## config.mk

```make
export PLATFORM = sky130hd
export DESIGN_NAME = cges_pattern_gen
export DESIGN_NICKNAME = d
export VERILOG_FILES = /design/src/rtl/cges_pattern_gen.sv
export SDC_FILE = /design/constraint.sdc
export NUM_CORES = 1
export LEC_CHECK = 0
export CELL_PAD_IN_SITES_DETAIL_PLACEMENT = 2
export CELL_PAD_IN_SITES_GLOBAL_PLACEMENT = 2
export CORE_ASPECT_RATIO = 0.75
export CORE_MARGIN = 5
export CORE_UTILIZATION = 39
export DETAILED_ROUTE_END_ITERATION = 10
export GPL_TIMING_DRIVEN = 0
export PLACE_DENSITY = 0.82
export SYNTH_ARGS = -nofsm -noshare
export SYNTH_HDL_FRONTEND = slang
export SYNTH_SLANG_ARGS = --single-unit
```

## constraint.sdc

```tcl
create_clock -name clk -period 5.2 [get_ports clk]
set_clock_uncertainty 0.1 [all_clocks]
set_input_delay 0.52 -clock clk [delete_from_list [all_inputs] [get_ports clk]]
set_output_delay 0.52 -clock clk [all_outputs]
set_load 0.01 [all_outputs]
```

## src/rtl/cges_pattern_gen.sv

```systemverilog
`default_nettype none
// +----------------------------------------------------------------------------+
// | cges_pattern_gen : multi-channel round-robin pattern generator that serves |
// | per-channel up/down/LFSR/hold counters onto a single valid/ready stream.   |
// | Revision: 1.0                                                              |
// +----------------------------------------------------------------------------+
module cges_pattern_gen #(
   parameter int WIDTH     = 6,
   parameter int NUM_CH    = 4,
   parameter int LFSR_TAPS = 'h30,
   parameter int CH_W      = (NUM_CH > 1) ? $clog2(NUM_CH) : 1
) (
   input  logic             clk,
   input  logic             reset_n,
   input  logic             en,
   input  logic [1:0]       mode,
   input  logic [WIDTH-1:0] wrap_max,
   input  logic             cges_ready,
   output logic             cges_valid,
   output logic [WIDTH-1:0] cges,
   output logic [CH_W-1:0]  cges_ch,
   output logic             cges_wrap
);

   localparam logic [1:0]       c_mode_up   = 2'b00;
   localparam logic [1:0]       c_mode_down = 2'b01;
   localparam logic [1:0]       c_mode_lfsr = 2'b10;
   localparam logic [WIDTH-1:0] c_taps      = WIDTH'(LFSR_TAPS);
   localparam logic [WIDTH-1:0] c_zero      = '0;
   localparam logic [WIDTH-1:0] c_one       = WIDTH'(1);
   localparam logic [CH_W-1:0]  c_last_ch   = CH_W'(NUM_CH - 1);
   localparam logic [CH_W-1:0]  c_ch_one    = CH_W'(1);

   logic [WIDTH-1:0] r_cnt [NUM_CH];
   logic [CH_W-1:0]  r_ptr;
   logic             r_valid;
   logic [WIDTH-1:0] r_sample;
   logic [CH_W-1:0]  r_ch;
   logic             r_wrap;

   logic [WIDTH-1:0] w_cur;
   logic [WIDTH-1:0] w_next;
   logic             w_wrap;
   logic             w_load;

   // A new sample may be loaded whenever the output slot is empty or being drained.
   assign w_load = en & (~r_valid | cges_ready);

   always_comb begin
      w_cur = c_zero;
      for (int i = 0; i < NUM_CH; i++) begin
         if (r_ptr == CH_W'(i)) begin
            w_cur = r_cnt[i];
         end
      end
   end

   always_comb begin
      w_next = w_cur;
      w_wrap = 1'b0;
      case (mode)
         c_mode_up: begin
            w_wrap = (w_cur >= wrap_max);
            w_next = w_wrap ? c_zero : w_cur + c_one;
         end
         c_mode_down: begin
            w_wrap = (w_cur == c_zero);
            w_next = w_wrap ? wrap_max : w_cur - c_one;
         end
         c_mode_lfsr: begin
            w_wrap = (w_cur == c_one);
            // The all-zero state is a lock-up for XOR feedback; kick it to 1.
            w_next = (w_cur == c_zero) ? c_one
                                       : {w_cur[WIDTH-2:0], ^(w_cur & c_taps)};
         end
         default: begin
            w_next = w_cur;
            w_wrap = 1'b0;
         end
      endcase
   end

   generate
      for (genvar g = 0; g < NUM_CH; g++) begin : g_ch
         always_ff @(posedge clk) begin
            if (reset_n) begin
               r_cnt[g] <= WIDTH'(g);
            end else if (w_load && (r_ptr == CH_W'(g))) begin
               r_cnt[g] <= w_next;
            end
         end
      end
   endgenerate

   always_ff @(posedge clk) begin
      if (reset_n) begin
         r_ptr    <= '0;
         r_valid  <= 1'b0;
         r_sample <= c_zero;
         r_ch     <= '0;
         r_wrap   <= 1'b0;
      end else if (w_load) begin
         r_valid  <= 1'b1;
         r_sample <= w_cur;
         r_ch     <= r_ptr;
         r_wrap   <= w_wrap;
         r_ptr    <= (r_ptr == c_last_ch) ? '0 : r_ptr + c_ch_one;
      end else if (cges_ready) begin
         r_valid  <= 1'b0;
      end
   end

   assign cges_valid = r_valid;
   assign cges       = r_sample;
   assign cges_ch    = r_ch;
   assign cges_wrap  = r_wrap;

endmodule
`default_nettype wire

```

==> metrics.cfg, run 1 <==
[yosys]
synthCells=255
ys_warn_count=0
synth_area_leaders=edfxtp_1 (30%), dfxtp_1 (10%), ha_1 (7.3%)
yosysUniqueCellTypes=58
synth-edff-count=24
yosysSeqAreaShare_pct=40.0
ys_ff_latch=36
syn_area_um2=2400
yosys_most_used_dff=edfxtp_1
syn-mean-instance-area_um2=9.41
synth.net_count=281
ys_top_cells_by_count=nand2_1 (36), a21oi_1 (28), edfxtp_1 (24)
synth_top_cell_area_share_pct=30.0
synthMostInstantiatedCell=nand2_1
synth_largest_area_cell=edfxtp_1
async_reset_ff_share_pct=0

[global_route]
grt_overflow=0
grt_pass1_wl_mm=13.0
grt_usage_pct=21.7
grt_start_max_net_pins=12
grtUsageMet1_pct=29.1
grt_util_met2_pct=34.7
busiest_layer=met2
grtUsageMet3_pct=4.21
antenna_found_initial=0
first_global_vias=2372

[route]
dr.pass1.iters=4
drc=0
vias=2078
detail-route-antenna-nets=0
routed_via_density=5.79
drt_iter0_markers=83
wire_per_inst_um=22.0
routed_wl_mm=7.89

[finish]
antenna_cells=0
n_fill_cell=659
syn_to_final_growth_pct=15.8
layout-drive-gt1-share_pct=12.5
instances_no_fill=359
final_core_util_pct=47.2
multi_input_area_um2=1290
seqCellArea_um2=961
layout.nets=306

[critical_path]
crit_arrival_ns=4.06
critical_path_class=register to register
cp.required_ns=5.25
path_max_fanout=9
cp-start-kind=register
crit_path_end_kind=register

[clock_tree]
cts_tree=built
cts-root-buf=clkbuf_8
clk_latency_ns=0.30
h-tree-depth=2
cts_buffers=5
cts_sinks=36
path_clk_slew_ns=0.08
postCtsHoldBufs=0
cts_resized=0
postCtsSetupRepairBufs=0
clock_path_buffers=2

[timing]
final_max_slew_viol_count=0
finalHoldViolations=0
slew-limit-headroom_pct=48.4
fmax_ghz=0.249
holdWs_ns=0.362
period_minus_slack_ns=4.01
setup_tns_ns=0
post-route-period-util_pct=77.1
setup_viol=0
tightest_slew_ns=0.765
setup_ws_ns=1.19
rsz0062_at_grt=false

[pwr]
power_density_nw_per_um2=333
irDropWorstVdd_mv=0.137
p_leak_nw=1.05

[die]
die_x_um=101
dieArea_um2=7840
num_io_pins=22
fp.dieH_um=77.9
rows=24
start_util_pct=40.8
coreArea_um2=5890

[place]
place_inst=351
hpwl_mm=6.09
port_buffers=18
post-place-ws_ns=1.23
gp_congestion=0.807

[run]
max_cap_violations=0

[min_path]
hp-class=register to register

[status]
status=complete, no violations

## layout make-up
class                      count  share of cell area [%]
timing repair buffer          18                    6.48
buffer                        12                    2.12
clock inverter                 1                   0.180
multi-input combinational    185                    46.5
sequential                    36                    34.6
tap                           78                    3.51
clock buffer                   7                    3.51
inverter                      22                    3.15
## cell families (layout without fill, tap and decap cells)
group,after synthesis,in the layout,share of synthesized area (%)
DFF,36,36,40.0
and+or+nand+nor,94,94,19.3
muxes,2,2,0.886
AOI/OAI and AO/OA,74,74,26.0
xor gates and xnor gates,1,1,0.365
buffers and inverters,34,60,6.10
adders and majority gates,14,14,7.30
## state kept, by name (all words and copies together), names as in the netlist
signal      count
r_ptr           2
r_cnt          24
cges            6
cges_wrap       1
cges_ch         2
cges_valid      1
## placed cells by master, fill, tap and decap left out, types with 3 or more instances in the layout
master | Yosys | routed
clkdlybuf4s50_1 | 0 | 18
o21ai_0 | 3 | 3
nand2_1 | 36 | 36
nor2_1 | 18 | 18
nor3_1 | 8 | 8
clkbuf_8 | 0 | 5
edfxtp_1 | 24 | 24
ha_1 | 14 | 14
clkbuf_1 | 8 | 9
a211oi_1 | 5 | 5
nand3b_1 | 3 | 3
a21o_1 | 6 | 6
inv_1 | 18 | 18
nand3_1 | 11 | 11
inv_2 | 3 | 3
o211ai_1 | 5 | 5
dfxtp_1 | 12 | 12
a21oi_1 | 28 | 28
## critical path, stage by stage, from the launching register on
cell and delay (ns):
dfxtp_1 0.44, inv_1 0.09, ha_1 0.20, buf_4 0.17
or2b_4 0.27, a2bb2oi_1 0.24, nand2_1 0.24, inv_1 0.28
ha_1 0.30, a21o_1 0.16, a211oi_1 0.28, o21ai_0 0.35
a311oi_1 0.41, a41oi_2 0.12, a21oi_1 0.20
## final timing paths
path                               from                         to  slack [ns]  cells after the start
setup / recovery  r_ptr[0]$_SDFFE_PP0P_  r_cnt[3][5]$_SDFFCE_PN0P_        1.19                     14
hold / removal     cges[0]$_SDFFE_PP0P_       cges[0]$_SDFFE_PP0P_        0.36                      2
setup reg to reg  r_ptr[0]$_SDFFE_PP0P_  r_cnt[3][5]$_SDFFCE_PN0P_        1.19                     14
hold reg to reg    cges[0]$_SDFFE_PP0P_       cges[0]$_SDFFE_PP0P_        0.36                      2
## metal layers
metal	routed length, um	share of wire (%)	vias up
li1	-	-	988
met1	3670	46	1026
met2	3700	47	50
met3	377	4.8	14
met4	144	1.8	0
met5	0	0	-
## metrics by stage
stage	total power, mW	cell area, um2
final	0.925	2780
after CTS	0.931	2780
after floorplan	0.584	2400
after global routing	0.983	2780
after detailed placement	0.699	2680
after global placement	0.680	2680
## power breakdown
group / switching (mW) / leakage [nW] / internal (mW) / total, mW
clock: 0.107 / 0.0534 / 0.123 / 0.230
combinational: 0.237 / 0.662 / 0.122 / 0.359
sequential: 0.0100 / 0.336 / 0.326 / 0.336
(Power assumes the default switching activity.)
==> run 2: changes to the inputs <==
- CORE_UTILIZATION: 39 -> 36
- PLACE_DENSITY: 0.82 -> 0.76
- clock period: 5.2 -> 4.2 ns (I/O delays scaled with it)
==> run 2 against run 1 <==
Flip-flop and latch count did not move. Register-to-register slack got worse by 0.92 ns. Hold slack hardly changed. Sequential share of layout area up 0.11 points. Routed wire length is 1.4% lower. Sequential power increased by 24%. Clock-buffer cell count down 2. Maximum frequency grew 2.0%. Design area fell by 0.32%. Critical endpoint is now r_cnt[3][0]$_SDFFCE_PN1P_.
==> metrics.cfg, run 2 (synthesized netlist as in run 1, its figures left out) <==
[status]
status=complete, no violations

[critical_path]
path_max_fanout=9
crit_family=compound AO/OA/AOI/OAI gates
startpoint=r_ptr[0]$_SDFFE_PP0P_
crit_path_end_kind=register
timing.rr.start=r_ptr[0]$_SDFFE_PP0P_
crit_path_top_delay_cell=dfxtp_1
critical_path_class=register to register
crit_arrival_ns=3.84
cpPeakStageDelay_ns=0.42
worst-path-buf-inv=2
cp.required_ns=4.11
path_cells=inv_1 > ha_1 > buf_4 > nor2_2 > o211ai_1 > nand2_1 > ha_1 > nand2_1 > a221oi_4 > mux2_1 > a211oi_2 > nand3_1
cp-start-kind=register

[clock_tree]
cts-root-buf=clkbuf_8
clock_path_buffers=2
cts_buffers=5
path_clk_slew_ns=0.07
h-tree-depth=2
clk_latency_ns=0.29
cts_tree=built
cts_sinks=36

[die]
dieArea_um2=8420
fp.dieH_um=80.7
coreArea_um2=6380
start_util_pct=37.6
num_io_pins=22
die_x_um=104
rows=25

[timing]
fmax_ghz=0.254
slew-limit-headroom_pct=54.7
rsz0062_at_grt=false
post-route-period-util_pct=93.6
finalHoldViolations=0
setup_viol=0
tightest_slew_ns=0.669
period_minus_slack_ns=3.93
final_max_slew_viol_count=0
setup_tns_ns=0

[place]
hpwl_mm=5.88
place_area_um2=2680
gp_congestion=0.786
port_buffers=18

[global_route]
grt_start_max_net_pins=12
grt_pass1_wl_mm=12.9
grt_overflow=0
antenna_found_initial=0
first_global_vias=2285
grt_usage_pct=19.6

[pwr]
swShare_pct=39.2
irDropWorstVdd_mv=0.152
pwr-share-seq_pct=37.8
p_leak_nw=1.05
power_density_nw_per_um2=397
switchingPower_mw=0.431
p_comb_share_pct=40.2
p_int_mw=0.669
p_clk_share_pct=22.0

[route]
detail-route-antenna-nets=0
wire_per_inst_um=21.4
vias=2086
drt_iter0_markers=96
routed_via_density=5.75
dr.pass1.iters=4
drc=0
routed_wl_mm=7.78

[min_path]
holdCritStartpoint=cges[1]$_SDFFE_PP0P_
hp-class=register to register

[finish]
antenna_cells=0
largest_reg_flops=24
layout.nets=307
syn_to_final_growth_pct=15.5
layout-drive-gt1-share_pct=12.8
layout_common_cells=nand2_1 (36), a21oi_1 (28), edfxtp_1 (24)
final_area_um2=2770
top_register=r_cnt
final_common_cell=nand2_1
n_fill_cell=711

[run]
max_cap_violations=0

## run 2: cell types whose count changed in the layout (fill, tap and decap cells not counted)
cell       before  now
buf_4           1    2
clkbuf_1        9    8
clkbuf_16       1    0
clkinv_1        0    1
clkinv_2        1    2
o21ai_0         3    2
o21ai_1         0    1
## run 2: stage by stage
| step | power (mW) | hold WS (ns) | cells | utilization [%] | setup slack, ns |
|---|---|---|---|---|---|
| 6_report | 1.10 | 0.361 | 363 | 43.4 | 0.269 |
| 5_1_grt | 1.17 | 0.380 | 363 | 43.4 | 0.0123 |
| 4_1_cts | 1.10 | 0.368 | 362 | 43.3 | 0.250 |
| 3_5_place_dp | 0.857 | 0.354 | 354 | 42.0 | 0.273 |
| 3_3_place_gp | 0.844 | 0.342 | 354 | 42.0 | 0.361 |
| 2_1_floorplan | 0.723 | 0.377 | 255 | - | 1.05 |
## run 2: timing repair
item | CTS | global route
gates resized for setup | 0 | 1
setup buffers | 0 | 1
hold buffers | 0 | 0
endpoints found under the setup margin | 0 | 10
## run 2: worst min-delay path, stage by stage (launching register included)
cell and delay [ns]:
dfxtp_1 0.31, nand2_1 0.05, a21oi_1 0.06
## run 2: final timing paths
kind,to,slack [ns],cells after the start
worst min-delay path,cges[1]$_SDFFE_PP0P_,0.36,2
worst max-delay path,r_cnt[3][0]$_SDFFCE_PN1P_,0.27,12
worst min register to register,cges[1]$_SDFFE_PP0P_,0.36,2
worst max register to register,r_cnt[3][0]$_SDFFCE_PN1P_,0.27,12
## run 2: power groups by stage
stage / clock network [mW] / registers (mW) / logic [mW]
global route: 0.265 / 0.419 / 0.487
CTS: 0.247 / 0.416 / 0.439
detailed placement: 0 / 0.424 / 0.434
finish: 0.242 / 0.416 / 0.442
global placement: 0 / 0.422 / 0.422
floorplan: 0 / 0.425 / 0.298
## run 2: layout make-up
type                       count  area (um2)  area share (%)
clock buffer                   5        68.8            2.48
timing repair buffer          19         188            6.77
inverter                      22        87.6            3.16
clock inverter                 3        13.8           0.497
sequential                    36         961            34.7
tap                           81         101            3.66
multi-input combinational    185        1290            46.6
buffer                        12        58.8            2.12
## run 2: metal layers
layer	wire length, um	vias up	GRT usage (%)
met5	0	-	0
met4	61	0	3.75
met3	295	9	3.78
met2	3650	41	32.4
met1	3770	1043	27.0
li1	-	993	-
==> variant 1, RTL diff (config.mk and constraints of run 1) <==
Add an input register stage for `mode`, without a reset; this delays it by one clock. The other inputs are not delayed to match.
--- a/src/rtl/cges_pattern_gen.sv
+++ b/src/rtl/cges_pattern_gen.sv
@@ -31,6 +31,12 @@
    localparam logic [CH_W-1:0]  c_last_ch   = CH_W'(NUM_CH - 1);
    localparam logic [CH_W-1:0]  c_ch_one    = CH_W'(1);
 
+   logic [1:0] mode_q;
+
+   always_ff @(posedge clk) begin
+      mode_q <= mode;
+   end
+
    logic [WIDTH-1:0] r_cnt [NUM_CH];
    logic [CH_W-1:0]  r_ptr;
    logic             r_valid;
@@ -58,7 +64,7 @@
    always_comb begin
       w_next = w_cur;
       w_wrap = 1'b0;
-      case (mode)
+      case (mode_q)
          c_mode_up: begin
             w_wrap = (w_cur >= wrap_max);
             w_next = w_wrap ? c_zero : w_cur + c_one;
Check against the original RTL: not equivalent (Yosys sat finds a counterexample within 4 cycles, from zero or initial values and one cycle with reset_n high).
==> variant 1 against run 1 <==
- cell count increased by 3.3%
- worst setup slack worse by 0.056 ns
- area after synthesis is 0.21% higher
- routed wire length is 1.4% lower
- cell area increased by 0.49%
- power shrank 0.40%
- non-clock buffer count grew 5
- sequential cell count grew 2
- highest routed layer unchanged
==> variant 1: results (changes against run 1) <==
Critical path
  • Max FO, Critical Path: 8 (was 9)
  • Crit path DAT: 3.98 ns (was 4.06 ns)
  • Critical path's largest stage delay: 0.57 ns (was 0.44 ns)
  • R2R Path End: r_cnt[1][2] (was r_cnt[3][5])
  • R2R depth: 12 (was 14)
  • R2R Setup Slk: 1.13 ns (was 1.19 ns)
  • Crit-path slowest cell: a211oi_1 (was dfxtp_1)

Logic synthesis
  • Main synth FF type: edfxtp_1 (unchanged)
  • Seq/Total Area, Yosys: 0.416 (was 0.400)
  • Synthesized Nets: 291 (was 281)
  • Most common library cells after synthesis: nand2_1 (43), a21oi_1 (29), edfxtp_1 (24), dfxtp_1 (14), ha_1 (14) (was nand2_1 (36), a21oi_1 (28), edfxtp_1 (24), inv_1 (18), nor2_1 (18))
  • Top cells by area, synth: edfxtp_1 (30%), dfxtp_1 (12%), ha_1 (7.3%), nand2_1 (6.7%), a21oi_1 (6.0%) (was edfxtp_1 (30%), dfxtp_1 (10%), ha_1 (7.3%), a21oi_1 (5.8%), nand2_1 (5.6%))
  • Cell variety after synth: 57 (was 58)

Min path
  • Hold path startpoint: cges[5] (was cges[0])
  • Worst hold endpoint: cges[5] (was cges[0])

Global route
  • Number of global-route vias before repair: 2377 (was 2372)
  • First-pass GRT wire length: 12700 um (was 13000 um)
  • Total track usage: 0.206 (was 0.217)

Clocking
  • CTS buffer count: 5 (unchanged)
  • Clock root buffer: clkbuf_8 (unchanged)

Placement
  • Routability cong.: 0.915 (was 0.807)
  • Count of input and output buffers: 20 (was 18)
  • HPWL after DPL: 6100 um (was 6090 um)
  • Dpl cell area: 2700 um2 (was 2680 um2)

Status
  • Status: finished clean (unchanged)

Drt
  • Initial DRC count: 152 (was 83)
  • Via count: 2225 (was 2078)
  • Drt total wl: 7780 um (was 7890 um)

Finish
  • Layout net count: 318 (was 306)
  • Fill cell count: 656 (was 659)
  • Layout cells sized above 1: 0.106 (was 0.125)

Power
  • Pleak: 1.05 nW (about the same)
  • Max VDD drop: 0.137 mV (about the same)
  • Power Density: 330 nW/um2 (was 333 nW/um2)

STA
  • Slew @ Worst Pin: 0.616 ns (was 0.765 ns)
variant 1: changes by cell type in the layout (fill, tap and decap cells not counted), moves of 3 or more:
cell     delta
nor2_1      -8
nand2_1     +7
inv_1       -6
nor3_1      -6
a31oi_1     +5
o21ai_1     +5
inv_2       +3
nand4_1     +3
o211a_1     +3
or2_1       +3
variant 1: metrics by stage:
| stage | std cells | hold slack (ns) | setup WS, ns |
|---|---|---|---|
| 2_1_floorplan | 265 | 0.377 | 2.05 |
| 3_3_place_gp | 363 | 0.343 | 1.37 |
| 3_5_place_dp | 363 | 0.360 | 1.21 |
| 4_1_cts | 371 | 0.377 | 1.18 |
| 5_1_grt | 371 | 0.402 | 0.966 |
| 6_report | 371 | 0.371 | 1.13 |
variant 1: cell type report:
type	instances	share of cell area
multi-input combinational	194	0.448
timing repair buffer	20	0.0717
clock buffer	7	0.0309
buffer	15	0.0300
clock inverter	1	0.00179
tap	78	0.0349
inverter	18	0.0242
sequential	38	0.358
variant 1: per-layer routing:
layer / GRT usage / vias to the layer above / wire length (um)
li1: - / 1031 / -
met1: 0.291 / 1121 / 3730
met2: 0.338 / 65 / 3670
met3: 0.0341 / 8 / 338
met4: 0.0283 / 0 / 50
met5: 0 / - / 0
variant 1: worst reg2reg max path, delay by kind of cell, from the launching register on:
family | cells | cell delay (ns)
AO/OA/AOI/OAI | 4 | 1.54
adder cells (fa/ha/maj) | 2 | 0.53
AND/OR/NAND/NOR | 4 | 0.90
buffers and inverters | 2 | 0.27
flip-flops | 1 | 0.43
variant 1: worst max path at each step:
| stage | cells past startpoint | end | slack, ns | from |
|---|---|---|---|---|
| floorplan | 12 | r_cnt[1][0] | 2.05 | r_ptr[0] |
| detailed placement | 12 | r_cnt[1][2] | 1.21 | r_ptr[0] |
| global route | 12 | r_cnt[1][2] | 0.97 | r_ptr[0] |
| global placement | 12 | r_cnt[1][0] | 1.37 | r_ptr[0] |
| CTS | 12 | r_cnt[1][2] | 1.18 | r_ptr[0] |
| finish | 12 | r_cnt[1][2] | 1.13 | r_ptr[0] |
variant 1: logic make-up after synthesis:
| family | share of synthesized area |
|---|---|
| buffers and inverters | 0.0630 |
| muxes | 0.00884 |
| and+or+nand+nor | 0.183 |
| DFF | 0.416 |
| xor gates and xnor gates | 0.00364 |
| adders and majority gates | 0.0728 |
| AOI/OAI and AO/OA | 0.252 |
variant 1: where the power goes:
group,switching (mW),leakage (nW),internal [mW]
combinational,0.232,0.644,0.121
sequential,0.00987,0.353,0.343
clock,0.108,0.0482,0.107
total,0.350,1.05,0.571
==> variant 2, RTL diff (flow settings as in run 1) <==
Made on the original files. Change the parameter `WIDTH` from 6 to 12.
--- a/src/rtl/cges_pattern_gen.sv
+++ b/src/rtl/cges_pattern_gen.sv
@@ -5,7 +5,7 @@
 // | Revision: 1.0                                                              |
 // +----------------------------------------------------------------------------+
 module cges_pattern_gen #(
-   parameter int WIDTH     = 6,
+   parameter int WIDTH     = 12,
    parameter int NUM_CH    = 4,
    parameter int LFSR_TAPS = 'h30,
    parameter int CH_W      = (NUM_CH > 1) ? $clog2(NUM_CH) : 1
Interface: changed (resized cges and wrap_max); port bits go from 22 to 34. The function was not compared with the original's and may differ.
==> variant 2 against run 1 <==
- power up 100%
- die area up 66%
- area after synthesis up 76%
- count of clock-buffer cells in the layout up 5
- cell area up 79%
- critical path depth up 3
- worst setup slack worse by 0.96 ns
- routed wire length up 110%
- largest power group unchanged
- via count up 95%
- sequential cell count up 30
==> variant 2: results (changes against run 1) <==
Status
  • Status: finished clean (unchanged)

Placement
  • Count of input and output buffers: 31 (was 18)
  • Routability cong.: 0.844 (was 0.807)
  • DP Worst Slack: 0.0676 ns (was 1.23 ns)
  • HPWL after DPL: 12300 um (was 6090 um)
  • Dpl cell area: 4700 um2 (was 2680 um2)
  • Cells after DPL: 642 (was 351)

Global route
  • Met1 Track Usage GR: 0.338 (was 0.291)
  • GR Util met3: 0.0580 (was 0.0421)
  • Met2 Use GR: 0.447 (was 0.347)
  • Initial antenna violation count: 1 (was 0)
  • Largest net degree at the start of global routing: 14 (was 12)

Clocking
  • Skew-Pair Late Insertion Delay: 0.34 ns (was 0.30 ns)
  • # H-tree levels: 3 (was 2)
  • Clock root buffer: clkbuf_16 (was clkbuf_8)
  • CTS buffer count: 9 (was 5)

Logic synthesis
  • Seq/Total Area, Yosys: 0.427 (was 0.400)
  • Post-synth EDFFs: 48 (was 24)
  • Cell variety after synth: 61 (was 58)
  • Post-synthesis cell count: 475 (was 255)
  • Synthesized Nets: 515 (was 281)
  • Top cells by area, synth: edfxtp_1 (34%), dfxtp_1 (8.5%), ha_1 (6.5%), nand2_1 (6.0%), nor2_1 (5.4%) (was edfxtp_1 (30%), dfxtp_1 (10%), ha_1 (7.3%), a21oi_1 (5.8%), nand2_1 (5.6%))
  • Most common library cells after synthesis: nand2_1 (67), nor2_1 (61), edfxtp_1 (48), a21oi_1 (34), inv_1 (31) (was nand2_1 (36), a21oi_1 (28), edfxtp_1 (24), inv_1 (18), nor2_1 (18))

Drt
  • Via count: 4045 (was 2078)
  • Metal3 WL: 918 um (was 377 um)
  • Pre-antenna DRT Iters: 5 (was 4)
  • WL/cell: 25.5 um (was 22.0 um)
  • Wl on met1: 7190 um (was 3670 um)

Critical path
  • Max FO, Critical Path: 11 (was 9)
  • R2R Setup Slk: 0.23 ns (was 1.19 ns)
  • Crit path DAT: 4.93 ns (was 4.06 ns)

Finish
  • Layout net count: 556 (was 306)
  • Max reg flops: 48 (was 24)
  • Non-Filler Instances: 657 (was 359)

Power
  • Flop+latch power: 0.624 mW (was 0.336 mW)
  • Max VDD drop: 0.147 mV (was 0.137 mV)
  • Power Clock: 0.593 mW (was 0.230 mW)

STA
  • Final min period: 4.97 ns (was 4.01 ns)
variant 2: changes by cell type after synthesis, moves of 7 or more:
cell and change:
o22a_1 +8, edfxtp_1 +24, inv_1 +13, clkbuf_1 +12, ha_1 +8, xnor2_1 +7
o211ai_1 +8, nor2_1 +43, nand2_1 +31, o21ai_0 +13
variant 2: worst min-delay path by stage:
stage,to,startpoint,slack (ns),cells past startpoint
finish,cges[3],cges[3],0.36,2
detailed placement,cges[9],cges[9],0.35,2
global route,cges[3],cges[3],0.39,2
floorplan,cges_ch[1],r_ptr[1],0.38,2
CTS,cges[3],cges[3],0.36,2
global placement,cges[3],cges[3],0.34,2
variant 2: kinds of logic after synthesis:
kind of cell / Yosys count / synth area share
DFF: 66 / 0.427
buffers and inverters: 64 / 0.0699
adders and majority gates: 22 / 0.0652
and+or+nand+nor: 188 / 0.207
xor gates and xnor gates: 12 / 0.0249
muxes: 1 / 0.00237
AOI/OAI and AO/OA: 122 / 0.204
variant 2: repair_timing:
item / CTS / global route
setup endpoints to repair: 0 / 36
hold buffers: 0 / 0
gates resized for setup: 0 / 3
variant 2: area by class of cell:
cell class	instances	area, um2	share of cell area
inverter	32	120	0.0241
clock inverter	4	22.5	0.00451
clock buffer	12	258	0.0517
multi-input combinational	345	2140	0.428
sequential	66	1800	0.361
tap	136	170	0.0341
timing repair buffer	31	310	0.0622
buffer	31	171	0.0344
variant 2: worst max-delay path, cell delays in order (launching register included):
cell      delay, ns
dfxtp_1        0.43
inv_1          0.10
ha_1           0.22
buf_6          0.15
nor2_4         0.29
o211ai_1       0.15
o221ai_1       0.13
clkbuf_1       0.56
inv_1          0.16
ha_1           0.34
nand2_1        0.05
or3_1          0.34
o221ai_1       0.41
a21oi_2        0.23
o22ai_1        0.20
inv_1          0.08
a211oi_1       0.57
nor3_1         0.15
